$ cat config.mk
export PLATFORM = sky130hd
export DESIGN_NAME = addition_stage4_normalizer
export DESIGN_NICKNAME = d
export VERILOG_FILES = /design/src/rtl/addition_stage4_normalizer.sv
export SDC_FILE = /design/constraint.sdc
export NUM_CORES = 1
export LEC_CHECK = 0
export BUFFER_PORTS_ARGS = -buffer_cell sky130_fd_sc_hd__buf_2
export CORE_MARGIN = 3
export CORE_UTILIZATION = 50
export DETAILED_ROUTE_END_ITERATION = 10
export HOLD_SLACK_MARGIN = 0.1
export MAX_ROUTING_LAYER = met4
export PLACE_DENSITY = 0.72
export SETUP_SLACK_MARGIN = 0.5
export SYNTH_ARGS = -nofsm -noshare
export SYNTH_HDL_FRONTEND = slang
export SYNTH_SLANG_ARGS = --single-unit
export TNS_END_PERCENT = 1
$ cat constraint.sdc
create_clock -name clk_in -period 2.1 [get_ports clk_in]
set_input_delay 0.105 -clock clk_in [delete_from_list [all_inputs] [get_ports clk_in]]
set_output_delay 0.105 -clock clk_in [all_outputs]
set_load 0.05 [all_outputs]
$ cat src/rtl/addition_stage4_normalizer.sv
// Final normalization stage of a floating-point adder: takes the raw mantissa sum and the
// common exponent, renormalizes by one right shift or iterative left shifts, and flags results.
module addition_stage4_normalizer #(
    parameter int unsigned MENT_WIDTH = 23,
    parameter int unsigned EXP_WIDTH  = 8
) (
    input  logic                  clk_in,
    input  logic                  rst_n_in,
    input  logic                  valid_in,
    output logic                  ready_out,
    input  logic [MENT_WIDTH+1:0] sum_in,
    input  logic [EXP_WIDTH-1:0]  exponent_in,
    output logic                  valid_out,
    input  logic                  ready_in,
    output logic [MENT_WIDTH-1:0] mentissa_out,
    output logic [EXP_WIDTH-1:0]  exponent_out,
    output logic                  zero_out,
    output logic                  overflow_out,
    output logic                  underflow_out
);

    localparam int unsigned SumWidth = MENT_WIDTH + 2;
    localparam logic [EXP_WIDTH-1:0] ExpMax = {EXP_WIDTH{1'b1}};
    localparam logic [EXP_WIDTH-1:0] ExpOvf = {{(EXP_WIDTH-1){1'b1}}, 1'b0};

    typedef enum logic [1:0] {
        StIdle,
        StCheck,
        StShift,
        StDone
    } state_e;

    state_e                state_q, state_d;
    logic [SumWidth-1:0]   sum_q, sum_d;
    logic [EXP_WIDTH-1:0]  exp_q, exp_d;
    logic                  flag_zero_q, flag_zero_d;
    logic                  flag_ovf_q, flag_ovf_d;
    logic                  flag_unf_q, flag_unf_d;

    logic                  valid_q, valid_d;
    logic [MENT_WIDTH-1:0] mant_out_q, mant_out_d;
    logic [EXP_WIDTH-1:0]  exp_out_q, exp_out_d;
    logic                  zero_out_q, zero_out_d;
    logic                  ovf_out_q, ovf_out_d;
    logic                  unf_out_q, unf_out_d;

    assign ready_out     = (state_q == StIdle);
    assign valid_out     = valid_q;
    assign mentissa_out  = mant_out_q;
    assign exponent_out  = exp_out_q;
    assign zero_out      = zero_out_q;
    assign overflow_out  = ovf_out_q;
    assign underflow_out = unf_out_q;

    always_comb begin
        state_d     = state_q;
        sum_d       = sum_q;
        exp_d       = exp_q;
        flag_zero_d = flag_zero_q;
        flag_ovf_d  = flag_ovf_q;
        flag_unf_d  = flag_unf_q;
        valid_d     = valid_q;
        mant_out_d  = mant_out_q;
        exp_out_d   = exp_out_q;
        zero_out_d  = zero_out_q;
        ovf_out_d   = ovf_out_q;
        unf_out_d   = unf_out_q;

        unique case (state_q)
            StIdle: begin
                if (valid_in) begin
                    sum_d       = sum_in;
                    exp_d       = exponent_in;
                    flag_zero_d = 1'b0;
                    flag_ovf_d  = 1'b0;
                    flag_unf_d  = 1'b0;
                    state_d     = StCheck;
                end
            end
            StCheck: begin
                if (sum_q == '0) begin
                    exp_d       = '0;
                    flag_zero_d = 1'b1;
                    state_d     = StDone;
                end else if (sum_q[SumWidth-1]) begin
                    // Carry out: one right shift; saturate to infinity near the top exponent.
                    if (exp_q >= ExpOvf) begin
                        sum_d      = '0;
                        exp_d      = ExpMax;
                        flag_ovf_d = 1'b1;
                    end else begin
                        sum_d = sum_q >> 1;
                        exp_d = exp_q + 1'b1;
                    end
                    state_d = StDone;
                end else if (sum_q[MENT_WIDTH]) begin
                    state_d = StDone;
                end else begin
                    state_d = StShift;
                end
            end
            StShift: begin
                if (exp_q == '0) begin
                    sum_d      = '0;
                    flag_unf_d = 1'b1;
                    state_d    = StDone;
                end else begin
                    sum_d = sum_q << 1;
                    exp_d = exp_q - 1'b1;
                    if (sum_q[MENT_WIDTH-1]) begin
                        state_d = StDone;
                    end
                end
            end
            StDone: begin
                // First DONE cycle publishes the result; it then holds until taken.
                if (!valid_q) begin
                    valid_d    = 1'b1;
                    mant_out_d = sum_q[MENT_WIDTH-1:0];
                    exp_out_d  = exp_q;
                    zero_out_d = flag_zero_q;
                    ovf_out_d  = flag_ovf_q;
                    unf_out_d  = flag_unf_q;
                end else if (ready_in) begin
                    valid_d    = 1'b0;
                    mant_out_d = '0;
                    exp_out_d  = '0;
                    zero_out_d = 1'b0;
                    ovf_out_d  = 1'b0;
                    unf_out_d  = 1'b0;
                    state_d    = StIdle;
                end
            end
            default: begin
                state_d = StIdle;
            end
        endcase
    end

    always_ff @(posedge clk_in or negedge rst_n_in) begin
        if (!rst_n_in) begin
            state_q     <= StIdle;
            sum_q       <= '0;
            exp_q       <= '0;
            flag_zero_q <= 1'b0;
            flag_ovf_q  <= 1'b0;
            flag_unf_q  <= 1'b0;
            valid_q     <= 1'b0;
            mant_out_q  <= '0;
            exp_out_q   <= '0;
            zero_out_q  <= 1'b0;
            ovf_out_q   <= 1'b0;
            unf_out_q   <= 1'b0;
        end else begin
            state_q     <= state_d;
            sum_q       <= sum_d;
            exp_q       <= exp_d;
            flag_zero_q <= flag_zero_d;
            flag_ovf_q  <= flag_ovf_d;
            flag_unf_q  <= flag_unf_d;
            valid_q     <= valid_d;
            mant_out_q  <= mant_out_d;
            exp_out_q   <= exp_out_d;
            zero_out_q  <= zero_out_d;
            ovf_out_q   <= ovf_out_d;
            unf_out_q   <= unf_out_d;
        end
    end

endmodule

==> metrics.md <==
| Metric | Value |
|---|---|
| Status | complete, no violations |
| Commonest cells post-synth | dfrtp_1 (73), nor2_1 (38), a22o_1 (35) |
| Pre-antenna DRT Iters | 6 |
| Crit path time final | 1.91 ns |
| Flops & latches, synth | 73 |
| Post-DRT Antenna Nets | 0 |
| Final RePlAce weighted congestion | 0.858 |
| CP Launch Type | flip-flop |
| Worst Path Required | 2.33 ns |
| Critical path depth | 8 |
| Clock Tree Root | clkbuf_8 |
| Worst reg2reg path depth | 8 |
| Full die area | 8370 um^2 |
| Initial antenna violation count | 0 |
| Top Ports | 73 |
| Syn_area_per_cell | 10.9 um^2 |
| Worst hold slack | 0.126 ns |
| Placed insts | 494 |
| Core Region | 6940 um^2 |
| Syn Inst Count | 335 |
| Clock Path Buffers | 2 |
| Delay-heaviest family, CP | compound AO/OA/AOI/OAI gates |
| Reg2Reg Setup Slack | 0.19 ns |
| Busiest layer in global routing | met2 |
| Met3 Usage GRT | 3.73% |
| Post-synth top area share | 50.0% |
| GR Layer Usage met2 | 45.3% |
| Slowest cell delay on critical path | 0.47 ns |
| CTS Sinks | 73 |
| Initial DRC count | 319 |
| Max_slew headroom | 59.2% |
| Setup crit end | exp_q[3] |
| Place WS | 0.109 ns |
| Clock Latency Late Sink | 0.35 ns |
| Worst Path Arrival | 2.14 ns |
| Grt ovf | 0 |
| H-tree depth | 3 |
| Reg area | 1830 um^2 |
| Post-DP Area | 4240 um^2 |
| Worst slew pin tran | 0.611 ns |
| Final core utilization | 74.0% |
| Post-synth EDFFs | 0 |
| Clk slew on worst S/H paths | 0.08 ns |
| Crit-path slowest cell | dfrtp_2 |
| Hold Violations, Final | 0 |
| Type of the most critical hold path | in2reg |
| Final Non-Filler Cells | 561 |
| Tcrit/Tclk final | 90.8% |
| Die Y | 91.5 um |
| Nets | 506 |
| Critical R2R Launch | exp_q[1] |
| Count leader, synth | dfrtp_1 |
| Vias in the first global route | 3462 |
| Setup Viol. Count Final | 0 |
| VDD IR max | 0.967 mV |
| CTS buffer count | 9 |
| Layout cells sized above 1 | 38.1% |
| M1 GR Usage | 34.1% |
| Synth unique cells | 55 |
| Bufs and invs on worst path | 2 |
| Vias per Instance | 6.15 |
| CP max FO | 7 |
| Max_cap viols | 0 |
| Largest net degree at the start of global routing | 74 |
| Row count | 30 |
| Estimated wirelength of the detail-placed design | 6310 um |
| Synth area leader | dfrtp_1 |
| CP endpoint kind | flip-flop |
| Max Clk Rate | 0.525 GHz |
| Design Area, Final | 5140 um^2 |
| Worst Setup SP | exp_q[1] |
| Port Buf Inserts | 72 |
| Pwr/cell area | 1930 nW/um^2 |
| Area growth, synth to finish | 40.7% |
| Syn Std Cell Area | 3650 um^2 |
| Global Route Usage Sum | 27.4% |
| Final wirelength | 10800 um |
| Antenna cells | 0 |
| Register area share after synthesis | 50.0% |
| CTS tree | yes |
| Final Max Slew Viols | 0 |
| Global-route wire length before repair | 17700 um |
| Reg2reg end | exp_q[3] |
| Synth Warn # | 0 |
| Crit-path cells | ha_4 > o2111ai_4 > nor2_4 > buf_4 > buf_6 > o221ai_4 > a21oi_2 > mux2_4 |
| CP Class | reg2reg |
| Tot Pwr | 9.90 mW |
| Fillers | 483 |
| Residual DRC count | 0 |
| Avg WL per Cell | 19.3 um |
| DIE WIDTH | 91.5 um |
| Final worst slack | 0.194 ns |
| Starting Density | 52.6% |
| Synth async-reset ratio | 100% |
| Area contributors post-synth | dfrtp_1 (50%), a22o_1 (8.4%), a222oi_1 (6.0%), a21oi_1 (4.7%), nor2_1 (3.9%) |
| Setup TNS | 0 ns |
| Area of the multi-input gates | 1890 um^2 |
| Clk_skew | 0.00766 ns |
| RSZ-0062 raised after global routing | yes |
| Vias | 3448 |
| Static leakage | 2.32 nW |
| Top FF cell, synth | dfrtp_1 |
| Syn Nets | 380 |
==> layout by cell type, fill, tap and decap left out, types with 3 or more instances in the layout <==
cell	count
inv_2	3
nor4_4	3
a222oi_1	22
o211ai_1	6
ha_1	5
dfrtp_2	5
clkbuf_8	10
buf_12	5
a22o_1	35
o2bb2ai_1	5
dfrtp_1	68
dlygate4sd3_1	28
nor3_1	4
ha_4	3
xnor2_1	5
bufinv_16	3
inv_1	4
o221a_1	4
nand2_1	10
o21ai_1	3
buf_4	33
buf_2	72
nor2_1	36
a21oi_1	33
nand3_1	4
nor4_2	3
nor2_4	3
==> final cells by class <==
type	instances	area share, %
Inverter	8	0.633
Tap cell	96	2.34
Timing Repair Buffer	140	20.0
Clock inverter	5	2.02
Multi-Input combinational cell	229	36.7
Sequential cell	73	35.7
Clock buffer	10	2.68
==> registers in the layout, summed over array words and instances (netlist names), 2 cells and up <==
| signal | flops |
|---|---|
| exp_q | 8 |
| exponent_out | 8 |
| mentissa_out | 23 |
| state_q | 2 |
| sum_q | 25 |
==> worst reg2reg max path: cells and delay by family (launching register included) <==
| family | cells | cell delay [ns] |
|---|---|---|
| AO/OA/AOI/OAI | 3 | 0.49 |
| multiplexers | 1 | 0.27 |
| buffers and inverters | 2 | 0.28 |
| adder cells (fa/ha/maj) | 1 | 0.19 |
| AND/OR/NAND/NOR | 1 | 0.10 |
| flip-flops | 1 | 0.47 |
==> cells by family after synthesis <==
| family | count (synthesis) | share of synthesized area (%) |
|---|---|---|
| muxes | 4 | 1.40 |
| adders and majority gates | 8 | 2.74 |
| and+or+nand+nor | 79 | 11.6 |
| xor gates and xnor gates | 7 | 1.68 |
| buffers and inverters | 34 | 4.45 |
| AOI/OAI and AO/OA | 130 | 28.2 |
| DFF | 73 | 50.0 |
==> worst min path at each step <==
stage	start	end	slack, ns	cells past startpoint
after floorplan	rst_n_in	exp_q[0]	-0.19	0
after global placement	rst_n_in	valid_out	0.16	2
after detailed placement	rst_n_in	valid_out	0.17	2
after CTS	sum_in[24]	sum_q[24]	0.11	3
after global routing	sum_in[22]	sum_q[22]	0.13	3
final	sum_in[24]	sum_q[24]	0.13	3
==> repair_timing <==
action / 4_1_cts / 5_1_grt
resized for setup: 28 / 4
hold endpoints to repair: 100 / 0
pin swaps: 36 / 10
hold buffers: 28 / 0
setup endpoints to repair: 71 / 63
setup buffers: 19 / 3
cloned: 2 / 0
==> layer usage <==
metal / part of all wire (%) / up-vias
li1: - / 1552
met2: 51 / 168
met3: 6.8 / 17
met5: 0 / -
met1: 40 / 1711
met4: 1.7 / 0
==> report_power, final <==
group | total, mW | internal (mW) | switching, mW
Clock | 1.35 | 0.815 | 0.530
Combinational | 5.81 | 2.41 | 3.40
Sequential | 2.74 | 2.03 | 0.710
Total | 9.90 | 5.26 | 4.64
Note: power is estimated with default switching activity, not from simulation.
